`src/rtl/cordic_iter.sv`:
```
// Iterative CORDIC, one micro-rotation per enabled clock: rotation -> cos/sin, optional vectoring -> magnitude/angle (CORDIC_VECTOR_EN).
// Latency: STAGES clk_en-high cycles from the acceptance edge to out_valid.
// Backpressure: result held in HOLD until out_ready; in_ready only in IDLE; clk_en low freezes everything.
module cordic_iter #(
    parameter int W      = 19,
    parameter int FRAC   = 16,
    parameter int STAGES = 12
) (
    input  logic         clk,
    input  logic         rst,
    input  logic         clk_en,
    input  logic         in_valid,
    output logic         in_ready,
    input  logic         mode,
    input  logic [W-1:0] a_in,
    input  logic [W-1:0] b_in,
    output logic         out_valid,
    input  logic         out_ready,
    output logic [W-1:0] res_a,
    output logic [W-1:0] res_b
);

    // Two guard bits keep the un-normalised vectoring gain and the +-PI pre-rotation in range.
    localparam int IW = W + 2;
    localparam int CW = $clog2(STAGES);

    // atan(2^-i) with 32 fraction bits.
    function automatic logic [31:0] atan32(input int i);
        case (i)
            0:       return 32'hC90FDAA2;
            1:       return 32'h76B19C16;
            2:       return 32'h3EB6EBF2;
            3:       return 32'h1FD5BA9B;
            4:       return 32'h0FFAADDC;
            5:       return 32'h07FF556F;
            6:       return 32'h03FFEAAB;
            7:       return 32'h01FFFD55;
            8:       return 32'h00FFFFAB;
            9:       return 32'h007FFFF5;
            10:      return 32'h003FFFFF;
            11:      return 32'h00200000;
            12:      return 32'h00100000;
            13:      return 32'h00080000;
            14:      return 32'h00040000;
            15:      return 32'h00020000;
            default: return 32'h00000000;
        endcase
    endfunction

    // Reduce a 32-fraction-bit constant to FRAC bits, round half up.
    function automatic logic signed [IW-1:0] round_q32(input logic [33:0] v);
        logic [34:0] t;
        t = {1'b0, v} + (35'd1 << (31 - FRAC));
        return IW'(t >> (32 - FRAC));
    endfunction

    localparam logic signed [IW-1:0] PI          = round_q32(34'h3243F6A88);
    localparam logic signed [IW-1:0] NEG_PI      = -PI;
    localparam logic signed [IW-1:0] HALF_PI     = PI >>> 1;
    localparam logic signed [IW-1:0] NEG_HALF_PI = -HALF_PI;
    localparam logic signed [IW-1:0] K_GAIN      = round_q32({2'b00, 32'h9B74EDA8});
    localparam logic signed [IW:0]   SAT_MAX     = {{(IW + 2 - W){1'b0}}, {(W - 1){1'b1}}};
    localparam logic signed [IW:0]   SAT_MIN     = ~SAT_MAX;
    localparam logic [CW-1:0]        LAST        = CW'(STAGES - 1);

    function automatic logic [W-1:0] sat_w(input logic signed [IW:0] v);
        if (v > SAT_MAX)      return SAT_MAX[W-1:0];
        else if (v < SAT_MIN) return SAT_MIN[W-1:0];
        else                  return v[W-1:0];
    endfunction

    typedef enum logic [1:0] {S_IDLE, S_BUSY, S_HOLD} state_t;

    state_t                 state_q, state_d;
    logic [CW-1:0]          count_q, count_d;
    logic signed [IW-1:0]   x_q, x_d, y_q, y_d, z_q, z_d;
    logic                   neg_q, neg_d;
    logic [W-1:0]           res_a_q, res_a_d, res_b_q, res_b_d;
    logic                   out_valid_q, out_valid_d;

    logic signed [IW-1:0]   atan_tab [STAGES];
    logic signed [IW-1:0]   a_ext, theta_sat, rot_z0;
    logic                   rot_neg;
    logic signed [IW-1:0]   x_sh, y_sh, atan_cur, x_it, y_it, z_it;
    logic signed [IW:0]     x_ext, y_ext, z_ext;
    logic                   d_pos;
    logic                   vec_run;
    logic [W-1:0]           res_a_w, res_b_w;

    for (genvar g = 0; g < STAGES; g++) begin : g_atan
        localparam logic signed [IW-1:0] ATAN_G = round_q32({2'b00, atan32(g)});
        assign atan_tab[g] = ATAN_G;
    end

    assign a_ext = {{2{a_in[W-1]}}, a_in};

`ifdef CORDIC_VECTOR_EN
    logic                   vec_q, vec_d, zero_q, zero_d;
    logic signed [IW-1:0]   b_ext, vec_x0, vec_y0, vec_z0;
    logic                   vec_zero;

    assign b_ext   = {{2{b_in[W-1]}}, b_in};
    assign vec_run = vec_q;

    // Vectoring start point: fold the left half-plane over by +-PI so the iterations converge.
    always_comb begin
        vec_x0   = a_ext;
        vec_y0   = b_ext;
        vec_z0   = '0;
        vec_zero = (a_in == '0) && (b_in == '0);
        if (a_ext[IW-1]) begin
            vec_x0 = -a_ext;
            vec_y0 = -b_ext;
            vec_z0 = b_ext[IW-1] ? NEG_PI : PI;
        end
    end
`else
    logic unused_vec;
    assign unused_vec = ^{mode, b_in};
    assign vec_run    = 1'b0;
`endif

    // Rotation start point: clamp theta to +-PI, fold outer quadrants into +-PI/2 and remember to flip cos.
    always_comb begin
        theta_sat = a_ext;
        if (a_ext > PI)          theta_sat = PI;
        else if (a_ext < NEG_PI) theta_sat = NEG_PI;
        rot_z0  = theta_sat;
        rot_neg = 1'b0;
        if (theta_sat > HALF_PI) begin
            rot_z0  = PI - theta_sat;
            rot_neg = 1'b1;
        end else if (theta_sat < NEG_HALF_PI) begin
            rot_z0  = NEG_PI - theta_sat;
            rot_neg = 1'b1;
        end
    end

    // One micro-rotation; direction from z (rotation) or from the sign of y (vectoring).
    always_comb begin
        x_sh     = x_q >>> count_q;
        y_sh     = y_q >>> count_q;
        atan_cur = atan_tab[count_q];
        d_pos    = vec_run ? y_q[IW-1] : ~z_q[IW-1];
        x_it     = d_pos ? (x_q - y_sh) : (x_q + y_sh);
        y_it     = d_pos ? (y_q + x_sh) : (y_q - x_sh);
        z_it     = d_pos ? (z_q - atan_cur) : (z_q + atan_cur);
    end

    assign x_ext = {x_it[IW-1], x_it};
    assign y_ext = {y_it[IW-1], y_it};
    assign z_ext = {z_it[IW-1], z_it};

    // Saturated results taken from the final iteration's outputs.
    always_comb begin
        res_a_w = sat_w(neg_q ? -x_ext : x_ext);
        res_b_w = sat_w(vec_run ? z_ext : y_ext);
`ifdef CORDIC_VECTOR_EN
        if (vec_run && zero_q) begin
            res_a_w = '0;
            res_b_w = '0;
        end
`endif
    end

    // FSM next state and datapath load/iterate/write-out; nothing moves without clk_en.
    always_comb begin
        state_d     = state_q;
        count_d     = count_q;
        x_d         = x_q;
        y_d         = y_q;
        z_d         = z_q;
        neg_d       = neg_q;
        res_a_d     = res_a_q;
        res_b_d     = res_b_q;
        out_valid_d = out_valid_q;
`ifdef CORDIC_VECTOR_EN
        vec_d       = vec_q;
        zero_d      = zero_q;
`endif
        if (clk_en) begin
            case (state_q)
                S_IDLE: begin
                    if (in_valid) begin
                        state_d = S_BUSY;
                        count_d = '0;
                        x_d     = K_GAIN;
                        y_d     = '0;
                        z_d     = rot_z0;
                        neg_d   = rot_neg;
`ifdef CORDIC_VECTOR_EN
                        vec_d   = mode;
                        zero_d  = mode && vec_zero;
                        if (mode) begin
                            x_d   = vec_x0;
                            y_d   = vec_y0;
                            z_d   = vec_z0;
                            neg_d = 1'b0;
                        end
`endif
                    end
                end
                S_BUSY: begin
                    x_d     = x_it;
                    y_d     = y_it;
                    z_d     = z_it;
                    count_d = count_q + CW'(1);
                    if (count_q == LAST) begin
                        count_d     = '0;
                        state_d     = S_HOLD;
                        out_valid_d = 1'b1;
                        res_a_d     = res_a_w;
                        res_b_d     = res_b_w;
                    end
                end
                S_HOLD: begin
                    if (out_ready) begin
                        out_valid_d = 1'b0;
                        state_d     = S_IDLE;
                    end
                end
                default: state_d = S_IDLE;
            endcase
        end
    end

    // State register; reset drops any operation in flight regardless of clk_en.
    always_ff @(posedge clk) begin
        if (rst) begin
            state_q     <= S_IDLE;
            count_q     <= '0;
            x_q         <= '0;
            y_q         <= '0;
            z_q         <= '0;
            neg_q       <= 1'b0;
            res_a_q     <= '0;
            res_b_q     <= '0;
            out_valid_q <= 1'b0;
`ifdef CORDIC_VECTOR_EN
            vec_q       <= 1'b0;
            zero_q      <= 1'b0;
`endif
        end else begin
            state_q     <= state_d;
            count_q     <= count_d;
            x_q         <= x_d;
            y_q         <= y_d;
            z_q         <= z_d;
            neg_q       <= neg_d;
            res_a_q     <= res_a_d;
            res_b_q     <= res_b_d;
            out_valid_q <= out_valid_d;
`ifdef CORDIC_VECTOR_EN
            vec_q       <= vec_d;
            zero_q      <= zero_d;
`endif
        end
    end

    assign in_ready  = (state_q == S_IDLE);
    assign out_valid = out_valid_q;
    assign res_a     = res_a_q;
    assign res_b     = res_b_q;

endmodule

```
`config.mk`:
```
export PLATFORM = sky130hd
export DESIGN_NAME = cordic_iter
export DESIGN_NICKNAME = d
export VERILOG_FILES = /design/src/rtl/cordic_iter.sv
export SDC_FILE = /design/constraint.sdc
export NUM_CORES = 1
export LEC_CHECK = 0
export CORE_ASPECT_RATIO = 1.75
export CORE_MARGIN = 5
export CORE_UTILIZATION = 30
export CTS_CLUSTER_SIZE = 28
export DETAILED_ROUTE_END_ITERATION = 16
export PLACE_DENSITY_LB_ADDON = 0.1
export REMOVE_ABC_BUFFERS = 1
export SLEW_MARGIN = 10
export SYNTH_ARGS = -nofsm -noshare
export SYNTH_HDL_FRONTEND = slang
export SYNTH_SLANG_ARGS = --single-unit
```
`constraint.sdc`:
```
create_clock -name clk -period 7.4 [get_ports clk]
set_input_delay 1.48 -clock clk [delete_from_list [all_inputs] [get_ports clk]]
set_output_delay 1.48 -clock clk [all_outputs]
set_load 0.03 [all_outputs]
```
==> results of run 1 <==
==> layer usage <==
layer	wire, um	GRT usage
met4	1470	0.0667
met1	17100	0.209
met3	1150	0.0180
met2	22700	0.358
met5	0	0
==> state kept, by name, summed over array words and instances (netlist names) <==
| signal | cells |
|---|---|
| count_q | 4 |
| neg_q | 1 |
| out_valid | 1 |
| res_a | 19 |
| res_b | 19 |
| state_q | 2 |
| x_q | 21 |
| y_q | 21 |
| z_q | 21 |
==> placed cells by master, fill, tap and decap left out, drive strengths merged, types with 40 or more instances in the layout <==
cell type      count
o21ai            139
inv               50
ha                76
xnor2             75
nor2             171
clkdlybuf4s50     62
nand2            155
buf               40
a21oi            182
xor2              48
dfxtp            109
==> layout make-up <==
cell class              instances  area, um2  area share
multi-input cells            1359       9430       0.688
inverters                      46        173      0.0126
well taps                     550        688      0.0502
clock inverters                 6       76.3     0.00557
repair buffers                102        918      0.0670
flip-flops and latches        109       2190       0.160
clock buffers                  10        239      0.0174
==> per-stage QoR <==
stage | utilization | power (mW) | cell area [um2] | TNS [ns]
6_report | 0.337 | 2.84 | 13700 | 0
5_1_grt | 0.337 | 3.08 | 13700 | 0
4_1_cts | 0.337 | 2.88 | 13700 | 0
3_5_place_dp | 0.329 | 2.30 | 13400 | 0
3_3_place_gp | 0.329 | 2.30 | 13400 | 0
2_1_floorplan | - | 1.88 | 11800 | -6.73
==> power groups by stage <==
| stage | clock, mW | sequential, mW | combinational (mW) |
|---|---|---|---|
| 3_3_place_gp | 0 | 0.677 | 1.62 |
| 6_report | 0.549 | 0.664 | 1.63 |
| 3_5_place_dp | 0 | 0.677 | 1.63 |
| 2_1_floorplan | 0 | 0.664 | 1.22 |
| 4_1_cts | 0.579 | 0.663 | 1.64 |
| 5_1_grt | 0.597 | 0.669 | 1.82 |
==> cell families (layout without fill, tap and decap cells) <==
family / count (synthesis) / after routing / synth area share
AOI/OAI and AO/OA: 573 / 573 / 0.300
xor gates and xnor gates: 124 / 124 / 0.0905
adders and majority gates: 79 / 79 / 0.0825
buffers and inverters: 152 / 164 / 0.0534
DFF: 109 / 109 / 0.178
muxes: 88 / 88 / 0.110
and+or+nand+nor: 495 / 495 / 0.185
==> critical path: stages (launching register included) <==
cell and delay, ns:
dfxtp_4 0.59, mux2_2 0.45, mux4_2 0.53, nor2_1 0.12, a31oi_1 0.10, inv_1 0.10
ha_1 0.16, inv_1 0.06, nor4_1 0.38, o22a_2 0.33, a31oi_1 0.12, xnor2_1 0.18
ha_1 0.39, a21o_1 0.25, a21o_1 0.20, a21o_1 0.18, or3_1 0.31, a211o_1 0.36
or4_1 0.52, or4_4 0.45, mux2i_1 0.16, a32oi_1 0.15, o21ai_4 0.55, a21oi_1 0.14
==> path summary, 6_finish.rpt <==
kind	from	end	slack, ns	depth (start not counted)
setup reg to reg	count_q[0]$_SDFFE_PP0P_	res_a[1]$_SDFFE_PP0P_	0.45	23
hold reg to reg	res_b[0]$_SDFFE_PP0P_	res_b[0]$_SDFFE_PP0P_	0.46	2
hold / removal	res_b[0]$_SDFFE_PP0P_	res_b[0]$_SDFFE_PP0P_	0.46	2
setup / recovery	count_q[0]$_SDFFE_PP0P_	res_a[1]$_SDFFE_PP0P_	0.45	23
==> what timing repair did <==
| action | in CTS | in global routing |
|---|---|---|
| hold buffers | 0 | 0 |
| endpoints found under the setup margin | 0 | 1 |
| resized for setup | 0 | 0 |
==> results.toml, run 1 <==
[power_and_ir_drop]
p_sw_mw = 1.29
p_seq_frac = 0.234
ir_drop_mv = 0.106
clkPwrFrac = 0.193
power_leakage_nw = 5.40
internal_power_mw = 1.55
powerDensity_nw_per_um2 = 207
power_frac_comb = 0.573
switching_share = 0.455

[logic_synthesis]
async_flop_share = 0
synth_cell_types = 92
yosysSeqAreaShare = 0.178
netlist.area_leader.share = 0.178
synth_area_um2 = 12300
ys.flop_type = "dfxtp_1"
synth_area_leaders = "dfxtp_1 18%, ha_1 7.8%, a21oi_1 7.0%, mux4_2 6.4%, o21ai_0 5.6%"
yosysWarnings = 0
syn_area_per_cell_um2 = 7.57
synth_seq_cells = 109
yosysMostFrequentCell = "a21oi_1"
synth_common_cells = "171 x a21oi_1, 169 x nor2_1, 155 x nand2_1, 137 x o21ai_0, 109 x dfxtp_1"
synth-edff-count = 0
synth_area_leader_cell = "dfxtp_1"
syn_inst = 1620

[outcome]
status = "completed"

[detailed_routing]
wire_per_inst_um = 19.5
drtIter0Drc = 681
viasPerCell = 5.51
final_antenna_net_count = 0
drt-total-wl_mm = 42.5
drc = 0
drt_pass1_iterations = 5
vias = 12000

[floorplan]
die_w_um = 163
initial_core_util = 0.301
core_um2 = 40700
die-area_um2 = 45200
ioPinCount = 84
die_h_um = 277
num_rows = 98

[run]
cap_violations = 0

[cells_and_area]
fillerInstances = 4472
finish.net_count = 1750
antenna_cells = 0
drive_gt1_frac = 0.105
instances_no_fill = 2182
syn2layout_area_growth_pct = 11.9

[grt]
grt_max_degree = 50
grt_usage = 0.186
grt_pass1_wl_mm = 68.0
antenna_found_initial = 0
gr-total-overflow = 0
grt_pass1_vias = 12200

[setup_path]
cp-start-kind = "flip-flop"
critical_path.max_fanout = 24
path_class = "flip-flop to flip-flop"
critPathCaptureType = "flip-flop"
cp.required_ns = 7.64
arrival_ns = 7.19

[clocking]
path_clk_slew_ns = 0.08
clk-insertion-delay-late_ns = 0.39
postCtsSetupBuffers = 0
numCtsBuffers = 9
clk_path_buf_depth = 2
root_buffer = "clkbuf_16"
cts_tree = "built"
clock_sinks = 109
htree_levels = 3

[place]
numPortBuffers = 63
dp_hpwl_mm = 32.5
place_congestion = 0.900
dp_slack_ns = 0.347
dp_cells = 2166

[sta]
skew_ns = 0.0109
slew_headroom = 0.350
setup_ws_ns = 0.452
finalCritPeriodShare = 0.939
timing_max_transition_violations_final = 0
tightestPinTransition_ns = 0.975
hold_violations = 0
clock.fmax_mhz = 144
setup_viol = 0
min_period_ns = 6.95
hold_ws_ns = 0.459
rsz0062_at_grt = "no"

[worst_hold_path]
hold_class = "flip-flop to flip-flop"
Power figures use the tool's default switching activity.
==> run 2: changes to the inputs <==
--- a/config.mk
+++ b/config.mk
@@ -10,9 +10,10 @@
 export CORE_UTILIZATION = 30
 export CTS_CLUSTER_SIZE = 28
 export DETAILED_ROUTE_END_ITERATION = 16
+export HOLD_SLACK_MARGIN = 0.02
 export PLACE_DENSITY_LB_ADDON = 0.1
 export REMOVE_ABC_BUFFERS = 1
-export SLEW_MARGIN = 10
+export SLEW_MARGIN = 20
 export SYNTH_ARGS = -nofsm -noshare
 export SYNTH_HDL_FRONTEND = slang
 export SYNTH_SLANG_ARGS = --single-unit
==> results of run 2 <==
The final DEF is identical to that of run 1; final timing and power are the same.
==> run 3: changes to the inputs <==
--- a/config.mk
+++ b/config.mk
@@ -8,6 +8,7 @@
 export CORE_ASPECT_RATIO = 1.75
 export CORE_MARGIN = 5
 export CORE_UTILIZATION = 30
+export CTS_BUF_LIST = sky130_fd_sc_hd__clkbuf_8
 export CTS_CLUSTER_SIZE = 28
 export DETAILED_ROUTE_END_ITERATION = 16
 export HOLD_SLACK_MARGIN = 0.02
==> run 3 against run 2 <==
  * Critical path depth is the same
  * Global-route usage hardly changed
  * Via count is 0.17% lower
  * Largest power group unchanged
  * Critical path type unchanged
  * Final area down 0.72%
  * Non-clock buffer count is the same
  * Critical endpoint unchanged
  * Die area unchanged
  * Power is 4.1% lower
  * Clock skew rose by 0.0025 ns
  * Register-to-register slack lost 0.02 ns
==> results.toml, run 3 (synthesized netlist as in run 1, its figures left out) <==
[grt]
grt_max_degree = 50
grt_pass1_vias = 12100
gr-total-overflow = 0
grt_pass1_wl_mm = 68.0
antenna_found_initial = 1
grt_usage = 0.186

[detailed_routing]
vias = 12000
drt_pass1_iterations = 5
drc = 0
drtIter0Drc = 777
final_antenna_net_count = 0
wire_per_inst_um = 19.5
drt-total-wl_mm = 42.5
viasPerCell = 5.50

[clocking]
clock_sinks = 109
numCtsBuffers = 9
postCtsSetupBuffers = 0
clk_path_buf_depth = 2
root_buffer = "clkbuf_8"
htree_levels = 3
postCtsHoldBufs = 0
ctsResizeCount = 0
cts_tree = "built"
path_clk_slew_ns = 0.12
clk-insertion-delay-late_ns = 0.44

[setup_path]
rr_worst_depth = 23
path_class = "flip-flop to flip-flop"
r2r_start = "count_q[0]$_SDFFE_PP0P_"
r2r-end = "res_a[1]$_SDFFE_PP0P_"
critical_path.max_fanout = 24
cp.required_ns = 7.70
cp-start-kind = "flip-flop"
crit_slowest_cell = "dfxtp_4"
crit_chain = "mux2_2, mux4_2, nor2_1, a31oi_1, inv_1, ha_1, inv_1, nor4_1, o22a_2, a31oi_1, xnor2_1, ha_1, a21o_1, a21o_1, a21o_1, or3_1, a211o_1, or4_1, or4_4, mux2i_1, a32oi_1, o21ai_4, a21oi_1"
max_stage_delay_ns = 0.60
critPathCaptureType = "flip-flop"
crit_top_cell = "a21o_1"
r2r_slack_ns = 0.43
arrival_ns = 7.27

[sta]
skew_ns = 0.0135
min_period_ns = 6.97
setup_viol = 0
finalCritPeriodShare = 0.942
hold_violations = 0
slew_headroom = 0.347
rsz0062_at_grt = "no"
setup_ws_ns = 0.431
clock.fmax_mhz = 143
tightestPinTransition_ns = 0.980
hold_ws_ns = 0.464
timing_max_transition_violations_final = 0
finalSetupTns_ns = 0

[power_and_ir_drop]
powerDensity_nw_per_um2 = 200
power_leakage_nw = 5.35
ir_drop_mv = 0.0928
power_mw = 2.72

[cells_and_area]
drive_gt1_frac = 0.105
final_area_um2 = 13600
reg_top3 = "x_q: 21 flops, y_q: 21 flops, z_q: 21 flops"
finish.net_count = 1750
final_common_cell = "a21oi_1"
final_cell_mix = "171 x a21oi_1, 169 x nor2_1, 155 x nand2_1"
instances_no_fill = 2183
syn2layout_area_growth_pct = 11.1
final_core_util = 0.334

[worst_hold_path]
whs_path_depth = 2
worstHoldStart = "res_b[0]$_SDFFE_PP0P_"
hold_class = "flip-flop to flip-flop"
min_to = "res_b[0]$_SDFFE_PP0P_"

[floorplan]
num_rows = 98
die-area_um2 = 45200
die_h_um = 277
ioPinCount = 84
core_um2 = 40700
initial_core_util = 0.301
die_w_um = 163

[outcome]
status = "completed"

[place]
dp_slack_ns = 0.347
post_dp_cell_area_um2 = 13400
dp_cells = 2166
numPortBuffers = 63
place_congestion = 0.900
dp_hpwl_mm = 32.5

[run]
cap_violations = 0
## run 3: cell types whose count changed in the layout (fill, tap and decap cells not counted)
cell / delta
clkbuf_16: -9
clkbuf_8: +9
diode_2: +1
## run 3: final cells by class
| type | count | area (um2) |
|---|---|---|
| diodes | 1 | 2.50 |
| repair buffers | 102 | 918 |
| fillers | 4479 | 27100 |
| inverters | 46 | 173 |
| clock buffers | 10 | 138 |
| flip-flops and latches | 109 | 2190 |
| multi-input cells | 1359 | 9430 |
| well taps | 550 | 688 |
| clock inverters | 6 | 76.3 |
## run 3: report_power, final
part / total [mW] / switching, mW / internal (mW)
clock network: 0.431 / 0.258 / 0.173
logic: 1.63 / 0.973 / 0.654
registers: 0.665 / 0.0493 / 0.615
## run 3: worst max-delay path by stage
stage / start / end / slack, ns / cells after the start
after floorplan: count_q[0]$_SDFFE_PP0P_ / res_a[0]$_SDFFE_PP0P_ / -0.39 / 23
after global placement: a_in[3] / z_q[16]$_SDFFE_PP0P_ / 0.35 / 23
after detailed placement: a_in[3] / z_q[16]$_SDFFE_PP0P_ / 0.35 / 23
after CTS: count_q[0]$_SDFFE_PP0P_ / res_a[1]$_SDFFE_PP0P_ / 0.42 / 21
after global routing: count_q[0]$_SDFFE_PP0P_ / res_a[1]$_SDFFE_PP0P_ / 0.006 / 22
final: count_q[0]$_SDFFE_PP0P_ / res_a[1]$_SDFFE_PP0P_ / 0.43 / 23
## run 3: critical path: cells and delay by family (launching register included)
kind                     cells  cell delay (ns)
AO/OA/AOI/OAI               10             2.40
AND/OR/NAND/NOR              5             1.80
multiplexers                 3             1.13
flip-flops                   1             0.60
adder cells (fa/ha/maj)      2             0.56
XOR/XNOR                     1             0.17
buffers and inverters        2             0.16
## run 3: routing by layer
layer | track usage | up-vias | routed length (um)
met5 | 0 | - | 0
met4 | 0.0620 | 0 | 1190
met3 | 0.0158 | 52 | 1030
met2 | 0.361 | 225 | 23000
met1 | 0.209 | 5745 | 17300
li1 | - | 5979 | -
